$ cat src/rtl/cache_mem_ctrl.sv
// cache_mem_ctrl
// Memory-side controller below the direct-mapped write-through byte cache.
// It serves 32-bit block refills as four byte reads. Write-through bytes are
// posted into a small FIFO and drained in order. Pending writes always drain
// before a refill starts, so every refill sees the latest data.
//
// Ports
//   clk, reset          clock; synchronous active-high reset
//   rreq_from_cache     refill request (level, held until rvalid_to_cache)
//   raddr_from_cache    refill byte address, bits [1:0] ignored
//   rdata_to_cache      assembled refill word, little-endian
//   rvalid_to_cache     one-cycle pulse, rdata_to_cache valid with it
//   wreq_from_cache     write-through pulse, one byte per cycle
//   waddr_from_cache    write byte address
//   wdata_from_cache    write byte
//   wbuf_empty/full     write-buffer occupancy flags
//   wbuf_overflow       sticky, set when a posted write had to be dropped
//   mem_en/we/addr/wdata  byte-wide synchronous RAM request
//   mem_rdata           RAM read byte, valid the cycle after a read access
//
// state   | meaning
// IDLE    | nothing in flight
// WR      | popping one buffered write per cycle into the RAM
// RD      | issuing refill beats 0..3
// RD_LAST | capturing byte 3, loading the refill word
// RESP    | rvalid_to_cache high for this single cycle
module cache_mem_ctrl #(
    parameter int ADDR_W     = 13,
    parameter int WBUF_DEPTH = 4
) (
    input  logic              clk,
    input  logic              reset,
    input  logic              rreq_from_cache,
    input  logic [ADDR_W-1:0] raddr_from_cache,
    output logic [31:0]       rdata_to_cache,
    output logic              rvalid_to_cache,
    input  logic              wreq_from_cache,
    input  logic [ADDR_W-1:0] waddr_from_cache,
    input  logic [7:0]        wdata_from_cache,
    output logic              wbuf_empty,
    output logic              wbuf_full,
    output logic              wbuf_overflow,
    output logic              mem_en,
    output logic              mem_we,
    output logic [ADDR_W-1:0] mem_addr,
    output logic [7:0]        mem_wdata,
    input  logic [7:0]        mem_rdata
);

    localparam int PTR_W = $clog2(WBUF_DEPTH);
    localparam int CNT_W = PTR_W + 1;

    typedef enum logic [2:0] {IDLE, WR, RD, RD_LAST, RESP} state_t;

    state_t state, state_next;

    logic [ADDR_W-1:0] fifo_addr [WBUF_DEPTH];
    logic [7:0]        fifo_data [WBUF_DEPTH];
    logic [PTR_W-1:0]  wr_ptr, rd_ptr;
    logic [CNT_W-1:0]  count, count_next;
    logic              push, pop;

    logic [ADDR_W-3:0] word_addr;
    logic [1:0]        beat;
    logic              cap_en;
    logic [1:0]        cap_idx;
    logic [23:0]       asm_bytes;
    logic [ADDR_W-1:0] last_addr;
    logic [7:0]        last_wdata;

    logic unused_raddr_bits;
    assign unused_raddr_bits = ^raddr_from_cache[1:0];

    // ---------------- write buffer ----------------
    assign pop        = (state == WR) && (count != '0);
    // A full buffer still takes a write when the head leaves in the same cycle.
    assign push       = wreq_from_cache && ((count < CNT_W'(WBUF_DEPTH)) || pop);
    assign wbuf_empty = (count == '0);
    assign wbuf_full  = (count == CNT_W'(WBUF_DEPTH));

    always_comb begin
        count_next = count;
        if (push && !pop)
            count_next = count + CNT_W'(1);
        else if (!push && pop)
            count_next = count - CNT_W'(1);
    end

    always_ff @(posedge clk) begin
        if (reset) begin
            wr_ptr        <= '0;
            rd_ptr        <= '0;
            count         <= '0;
            wbuf_overflow <= 1'b0;
        end else begin
            if (push)
                wr_ptr <= wr_ptr + PTR_W'(1);
            if (pop)
                rd_ptr <= rd_ptr + PTR_W'(1);
            count <= count_next;
            if (wreq_from_cache && !push)
                wbuf_overflow <= 1'b1;
        end
    end

    always_ff @(posedge clk) begin
        if (push) begin
            fifo_addr[wr_ptr] <= waddr_from_cache;
            fifo_data[wr_ptr] <= wdata_from_cache;
        end
    end

    // ---------------- state machine ----------------
    always_ff @(posedge clk) begin
        if (reset)
            state <= IDLE;
        else
            state <= state_next;
    end

    // A write arriving in IDLE counts as pending, so a simultaneous refill
    // still observes it.
    always_comb begin
        state_next = state;
        case (state)
            IDLE: begin
                if ((count != '0) || push)
                    state_next = WR;
                else if (rreq_from_cache)
                    state_next = RD;
            end
            WR: begin
                if (count_next != '0)
                    state_next = WR;
                else if (rreq_from_cache)
                    state_next = RD;
                else
                    state_next = IDLE;
            end
            RD:      state_next = (beat == 2'd3) ? RD_LAST : RD;
            RD_LAST: state_next = RESP;
            RESP:    state_next = IDLE;
            default: state_next = IDLE;
        endcase
    end

    // RAM request decoded from the registered state; address/data hold
    // their last driven values while idle.
    always_comb begin
        mem_en    = 1'b0;
        mem_we    = 1'b0;
        mem_addr  = last_addr;
        mem_wdata = last_wdata;
        case (state)
            WR: begin
                mem_en    = 1'b1;
                mem_we    = 1'b1;
                mem_addr  = fifo_addr[rd_ptr];
                mem_wdata = fifo_data[rd_ptr];
            end
            RD: begin
                mem_en   = 1'b1;
                mem_addr = {word_addr, beat};
            end
            default: ;
        endcase
    end

    // ---------------- refill datapath ----------------
    always_ff @(posedge clk) begin
        if (reset) begin
            word_addr       <= '0;
            beat            <= 2'd0;
            cap_en          <= 1'b0;
            cap_idx         <= 2'd0;
            asm_bytes       <= '0;
            rdata_to_cache  <= '0;
            rvalid_to_cache <= 1'b0;
            last_addr       <= '0;
            last_wdata      <= '0;
        end else begin
            if ((state_next == RD) && (state != RD)) begin
                word_addr <= raddr_from_cache[ADDR_W-1:2];
                beat      <= 2'd0;
            end else if (state == RD) begin
                beat <= beat + 2'd1;
            end

            // RAM data returns one cycle after the beat, so remember which
            // byte lane the returning data belongs to.
            cap_en  <= (state == RD);
            cap_idx <= beat;
            if (cap_en) begin
                case (cap_idx)
                    2'd0:    asm_bytes[7:0]   <= mem_rdata;
                    2'd1:    asm_bytes[15:8]  <= mem_rdata;
                    2'd2:    asm_bytes[23:16] <= mem_rdata;
                    default: ;
                endcase
            end

            rvalid_to_cache <= (state == RD_LAST);
            if (state == RD_LAST)
                rdata_to_cache <= {mem_rdata, asm_bytes};

            if (mem_en) begin
                last_addr  <= mem_addr;
                last_wdata <= mem_wdata;
            end
        end
    end

endmodule

$ cat config.mk
export PLATFORM = sky130hd
export DESIGN_NAME = cache_mem_ctrl
export DESIGN_NICKNAME = d
export VERILOG_FILES = /design/src/rtl/cache_mem_ctrl.sv
export SDC_FILE = /design/constraint.sdc
export NUM_CORES = 1
export LEC_CHECK = 0
export CAP_MARGIN = 20
export CORE_AREA = 2 2 125 127
export CTS_BUF_LIST = sky130_fd_sc_hd__clkbuf_4 sky130_fd_sc_hd__clkbuf_8
export CTS_CLUSTER_SIZE = 20
export DETAILED_ROUTE_END_ITERATION = 12
export DIE_AREA = 0 0 127 129
export GPL_TIMING_DRIVEN = 0
export PLACE_DENSITY = 0.8
export SLEW_MARGIN = 20
export SYNTH_ARGS = -nofsm -noshare
export SYNTH_HDL_FRONTEND = slang
export SYNTH_SLANG_ARGS = --single-unit
$ cat constraint.sdc
create_clock -name clk -period 2.5 [get_ports clk]
set_input_delay 0.375 -clock clk [delete_from_list [all_inputs] [get_ports clk]]
set_output_delay 0.375 -clock clk [all_outputs]
set_load 0.02 [all_outputs]
; After elaboration in Yosys (flattened, before gate mapping)
; Memory sizes are Yosys's and may differ from the RTL's. A register that Yosys moved wholly into a read port is not among the register bits.
; Index checks and enable logic that the tools add are counted.
[classes]
n_addsub = 5
magnitude_cmp = 1
eq_ne = 9
n_mux = 18
n_reduce_logical = 20
[ops]
columns = operator, count
row1 = one-hot mux 13 bit (2 select lines), 1
row2 = two-way mux 2 bit, 6
row3 = two-way mux 3 bit, 4
row4 = one-hot mux 3 bit (4 select lines), 1
row5 = == test 3 x 2 -> 1 bit (second input constant), 3
row6 = two-way mux 8 bit, 1
row7 = adder 2 x 1 -> 2 bit (second input constant), 3
row8 = logical AND 1 bit, 6
row9 = logical NOT 3 bit, 2
row10 = AND reduction 2 bit, 3
row11 = nonzero test 3 bit, 2
row12 = two-way mux 1 bit, 5
row13 = == test 2 bit (second input constant), 2
row14 = OR reduction 2 bit, 2
row15 = adder 3 x 1 -> 3 bit (second input constant), 1
row16 = == test 3 x 1 -> 1 bit (second input constant), 1
row17 = == test 3 bit (second input constant), 1
row18 = less-than comparator 3 bit (second input constant), 1
row19 = inequality test 3 x 2 -> 1 bit (second input constant), 1
row20 = subtractor 3 x 1 -> 3 bit (second input constant), 1
row21 = == test 2 x 1 -> 1 bit (second input constant), 1
row22 = logical NOT 1 bit, 2
row23 = logical NOT 2 bit, 1
row24 = logical OR 1 bit, 2
[totals]
ff_bits = 105
mem_bits_rw = 84
in_bits = 46
output_inout_bits = 59
wordCells = 71
n_memories = 2
[memory_table]
columns = name, words, width, read_ports, rd_clocked_by_memory_dff, write_ports, line
row1 = fifo_addr, 4, 13, 1, 1, 1, 57  ; logic [ADDR_W-1:0] fifo_addr [WBUF_DEPTH];
row2 = fifo_data, 4, 8, 1, 1, 1, 58  ; logic [7:0] fifo_data [WBUF_DEPTH];

; Longest topological paths before layout
[logic_depth]
word_depth = 14
mapped_depth = 9
depth_no_buf = 8

; Worst setup path before layout
; OpenSTA, ideal clock, no wires.
[synth_timing]
path_type = reg-to-reg
from = reg count[0]
to = reg word_addr[1]
setup_ps = 122
arrival_ps = 2260
required_time_ps = 2378
setup_slack_ps = 118
path_stages_with_launch = 9
period_less_slack_ps = 2382
path_cell_list = dfxtp_1 -> inv_1 -> ha_1 -> nor4b_4 -> o21ai_1 -> a311oi_4 -> nand3_4 -> buf_6 -> a221o_1
[synth_via]
elab_chain_cells = 13
word_cells_on_any_way = 20
classes_between = add/sub (2) / order compare (1) / eq/ne (1) / mux (5) / reduce/logical (11)
[synth_lines]
columns = item, line
row1 = "start, declared", 60  ; logic [CNT_W-1:0] count, count_next;
row2 = "start signal, assigned", 100  ; count <= count_next;
row3 = "parallel branches: the longest is 10 deep, another holds less-than comparator 3 bit", n/a
row4 = one-hot mux 3 bit (4 select lines) (*), 125  ; case (state)
row5 = == test 3 x 2 -> 1 bit (*), 182  ; if ((state_next == RD) && (state != RD)) begin
row6 = logical AND 1 bit (*), 182
row7 = "end signal, assigned", 183  ; word_addr <= raddr_from_cache[ADDR_W-1:2];
row8 = "end, declared", 63  ; logic [ADDR_W-3:0] word_addr;
; Mark *: on every way between the ends.
; A chain may end at the register's enable or synchronous reset.

==> metrics.txt <==
Routed wire per std cell 18.0 um; io pins 105; Starting Density 50.6%; Area growth syn-to-layout 25.7%; die footprint 0.0164 mm2; die height 129 um; Post-synth EDFFs 84; syn nets 662; failing checks setup timing; worst skew pair latency 0.47 ns; Chip Width 127 um; largest net degree at the start of global routing 22; Final min period 2.60 ns; final core utilization 63.6%; Worst Tran Pin Value 0.682 ns; Ys Warns 0; Mapped Area 0.00758 mm2; Vias/cell 5.53; fraction of layout cells with a size suffix above 1 18.9%; crit path launch type flop; Final ANT Viol Nets 0; initial antenna violation count 0; setup ws final -0.103 ns; area occupied by multi-input gates 0.00274 mm2; maximum root-to-sink buffer count 2; DR DRC count 0; Relative slew margins 54.5%; vias in the first global route 5,297; post-synth top area cell edfxtp_1; PwrDens 903 mW/mm2; most common cell in the netlist dfxtp_1; Leak 3.63 nW; Power Total 8.61 mW; H-Tree Depth 4; GRT Max-Usage Layer met2; Nets 803; Critical Path RT 2.12 ns; asr flop ratio synth 0%; final hold vios 0; DR iter-0 viols 322; final hold slack 0.458 ns; Synth top cells by count dfxtp_1, nand2_1, edfxtp_1; RSZ-0062 raised after global routing true; TritonCTS sink count 191; Final setup viols 12; slowest cell delay on critical path 0.50 ns; Vias 5,253; flops & latches, synth 191; crit path max-delay cell type mux4_2; CP top delay family multiplexers; Max Freq 384 MHz; CTS Buf Count 17; CORE AREA 0.0150 mm2; Synth Area per Inst 12.5 um2; Reg clk slew, reported paths 0.09 ns; Primary FF master, synth dfxtp_1; Yosys top cell area share 33.3%; Buffers & Inverters on Critical Path 3; met1 Resource Use GR 25.1%; M2 GR Usage 39.0%; Congestion Overflow GR 0; first-pass GRT wire length 27,000 um; CTS root buf clkbuf_8; crit path kind flop to output pin; CTS tree built; WL final 17,100 um; port bufs 102; Netlist cell types 47; Tcrit/Tclk final 104%; DR pass1 iterations 4; GRT Resource Usage Total 21.4%; fin. max-slew vios 0; max cap viols 0; Seq/Total Area, Yosys 61.5%; clock skew 0.0130 ns; HPWL after DPL 11,800 um; CP Capture Type output pin; Reg area 0.00468 mm2; M3 GR Usage 4.53%; status finished, violations left; Mapped Cells 608; Layout fillers 1,102; Rows 45; maximum vdd drop 656 uV; min-delay worst type flop to flop; gp weighted congestion 0.876; crit-path max FO 5; Synth area leaders edfxtp_1, dfxtp_1, mux4_2; Critical Path AT 2.23 ns; Worst path most repeated cell buf_6; ant diodes 0; critical-path cell list buf_6 -> buf_12 -> mux4_2 -> and2_4 -> a221o_1 -> buf_6
report_power, final:
| group | internal [mW] | leakage, nW | switching [mW] | total, mW |
|---|---|---|---|---|
| combinational | 1.31 | 1.80 | 1.51 | 2.83 |
| sequential | 3.58 | 1.64 | 0.162 | 3.74 |
| clock | 0.930 | 0.192 | 1.11 | 2.04 |
| total | 5.83 | 3.63 | 2.78 | 8.61 |
registers in the layout, indices dropped and copies added, names as in the netlist, 3 cells and up, named ones only:
register and flops:
fifo_addr 52, fifo_data 32, rdata_to_cache 32, asm_bytes 24
last_addr 13, word_addr 11, last_wdata 8, count 3
state 3
worst paths after layout:
kind | start | endpoint | slack [ns] | cells past startpoint
setup reg to reg | state[1] | fifo_addr[1][9] | 0.10 | 4
setup / recovery | flop | mem_addr[1] | -0.10 | 6
hold reg to reg | rdata_to_cache[11] | rdata_to_cache[11] | 0.46 | 2
hold / removal | rdata_to_cache[11] | rdata_to_cache[11] | 0.46 | 2
cells in the final DEF, fill, tap and decap left out, types with 3 or more instances in the layout:
cell               n
buf_1              3
clkbuf_2           6
o211a_1           13
dfxtp_4            3
inv_6              4
edfxtp_1          84
dfxtp_2            3
buf_4             17
clkinvlp_4         3
mux2i_1           25
and2_1             7
buf_6             20
and2_2             5
clkbuf_1          24
nor3_1             3
nor2_1            38
clkdlybuf4s50_1   78
buf_2              8
and4_1            11
and2_4             8
a221o_1           24
nand2b_1           3
ha_1               7
a31oi_1            3
nand2_1           93
a21oi_1           42
xnor2_1            4
mux4_2            21
nand3b_1           3
nor2b_1           14
inv_1              6
clkbuf_8          21
dfxtp_1          101
nor3b_1           13
metal layers:
layer	up-vias	share of wire (%)
li1	2491	-
met1	2589	41
met2	145	53
met3	28	4.9
met4	0	1.7
met5	-	0
stage by stage:
step           instances  setup slack [ns]  instance area [um2]  TNS [ns]
3_3_place_gp         898            -0.418                 8840    -40.72
2_1_floorplan        608             0.118                 7580         0
4_1_cts              942            -0.151                 9350     -1.35
5_1_grt              950            -0.169                 9530     -1.78
6_report             950            -0.103                 9530    -0.849
3_5_place_dp         898            -0.558                 8840    -54.59
what timing repair did:
action | 4_1_cts | 5_1_grt
endpoints found under the hold margin | 0 | 0
pin swaps | 9 | 8
hold buffers | 0 | 0
gates resized for setup | 135 | 42
cloned | 1 | 0
setup endpoints to repair | 125 | 94
buffers inserted | 14 | 9
kinds of logic (layout without fill, tap and decap cells):
| group | count (synthesis) | in the layout | share of synthesized area (%) |
|---|---|---|---|
| AO/OA/AOI/OAI | 94 | 94 | 9.89 |
| XOR/XNOR | 5 | 5 | 0.578 |
| adder cells (fa/ha/maj) | 8 | 8 | 1.32 |
| buffers and inverters | 52 | 206 | 3.02 |
| flip-flops | 191 | 191 | 61.5 |
| multiplexers | 46 | 46 | 9.54 |
| AND/OR/NAND/NOR | 212 | 212 | 14.1 |
cell type report:
type / instances / area share, %
sequential: 191 / 49.1
multi-input combinational: 365 / 28.8
timing repair buffer: 125 / 12.6
clock buffer: 18 / 2.60
buffer: 41 / 2.48
tap: 188 / 2.47
clock inverter: 14 / 1.63
inverter: 8 / 0.394
tightest hold or removal path: cells and delay by family (launching register included):
| kind | cells | cell delay [ns] |
|---|---|---|
| AOI/OAI and AO/OA | 1 | 0.05 |
| and+or+nand+nor | 1 | 0.05 |
| DFF | 1 | 0.32 |
No activity file was read; power rests on OpenSTA's default activity.
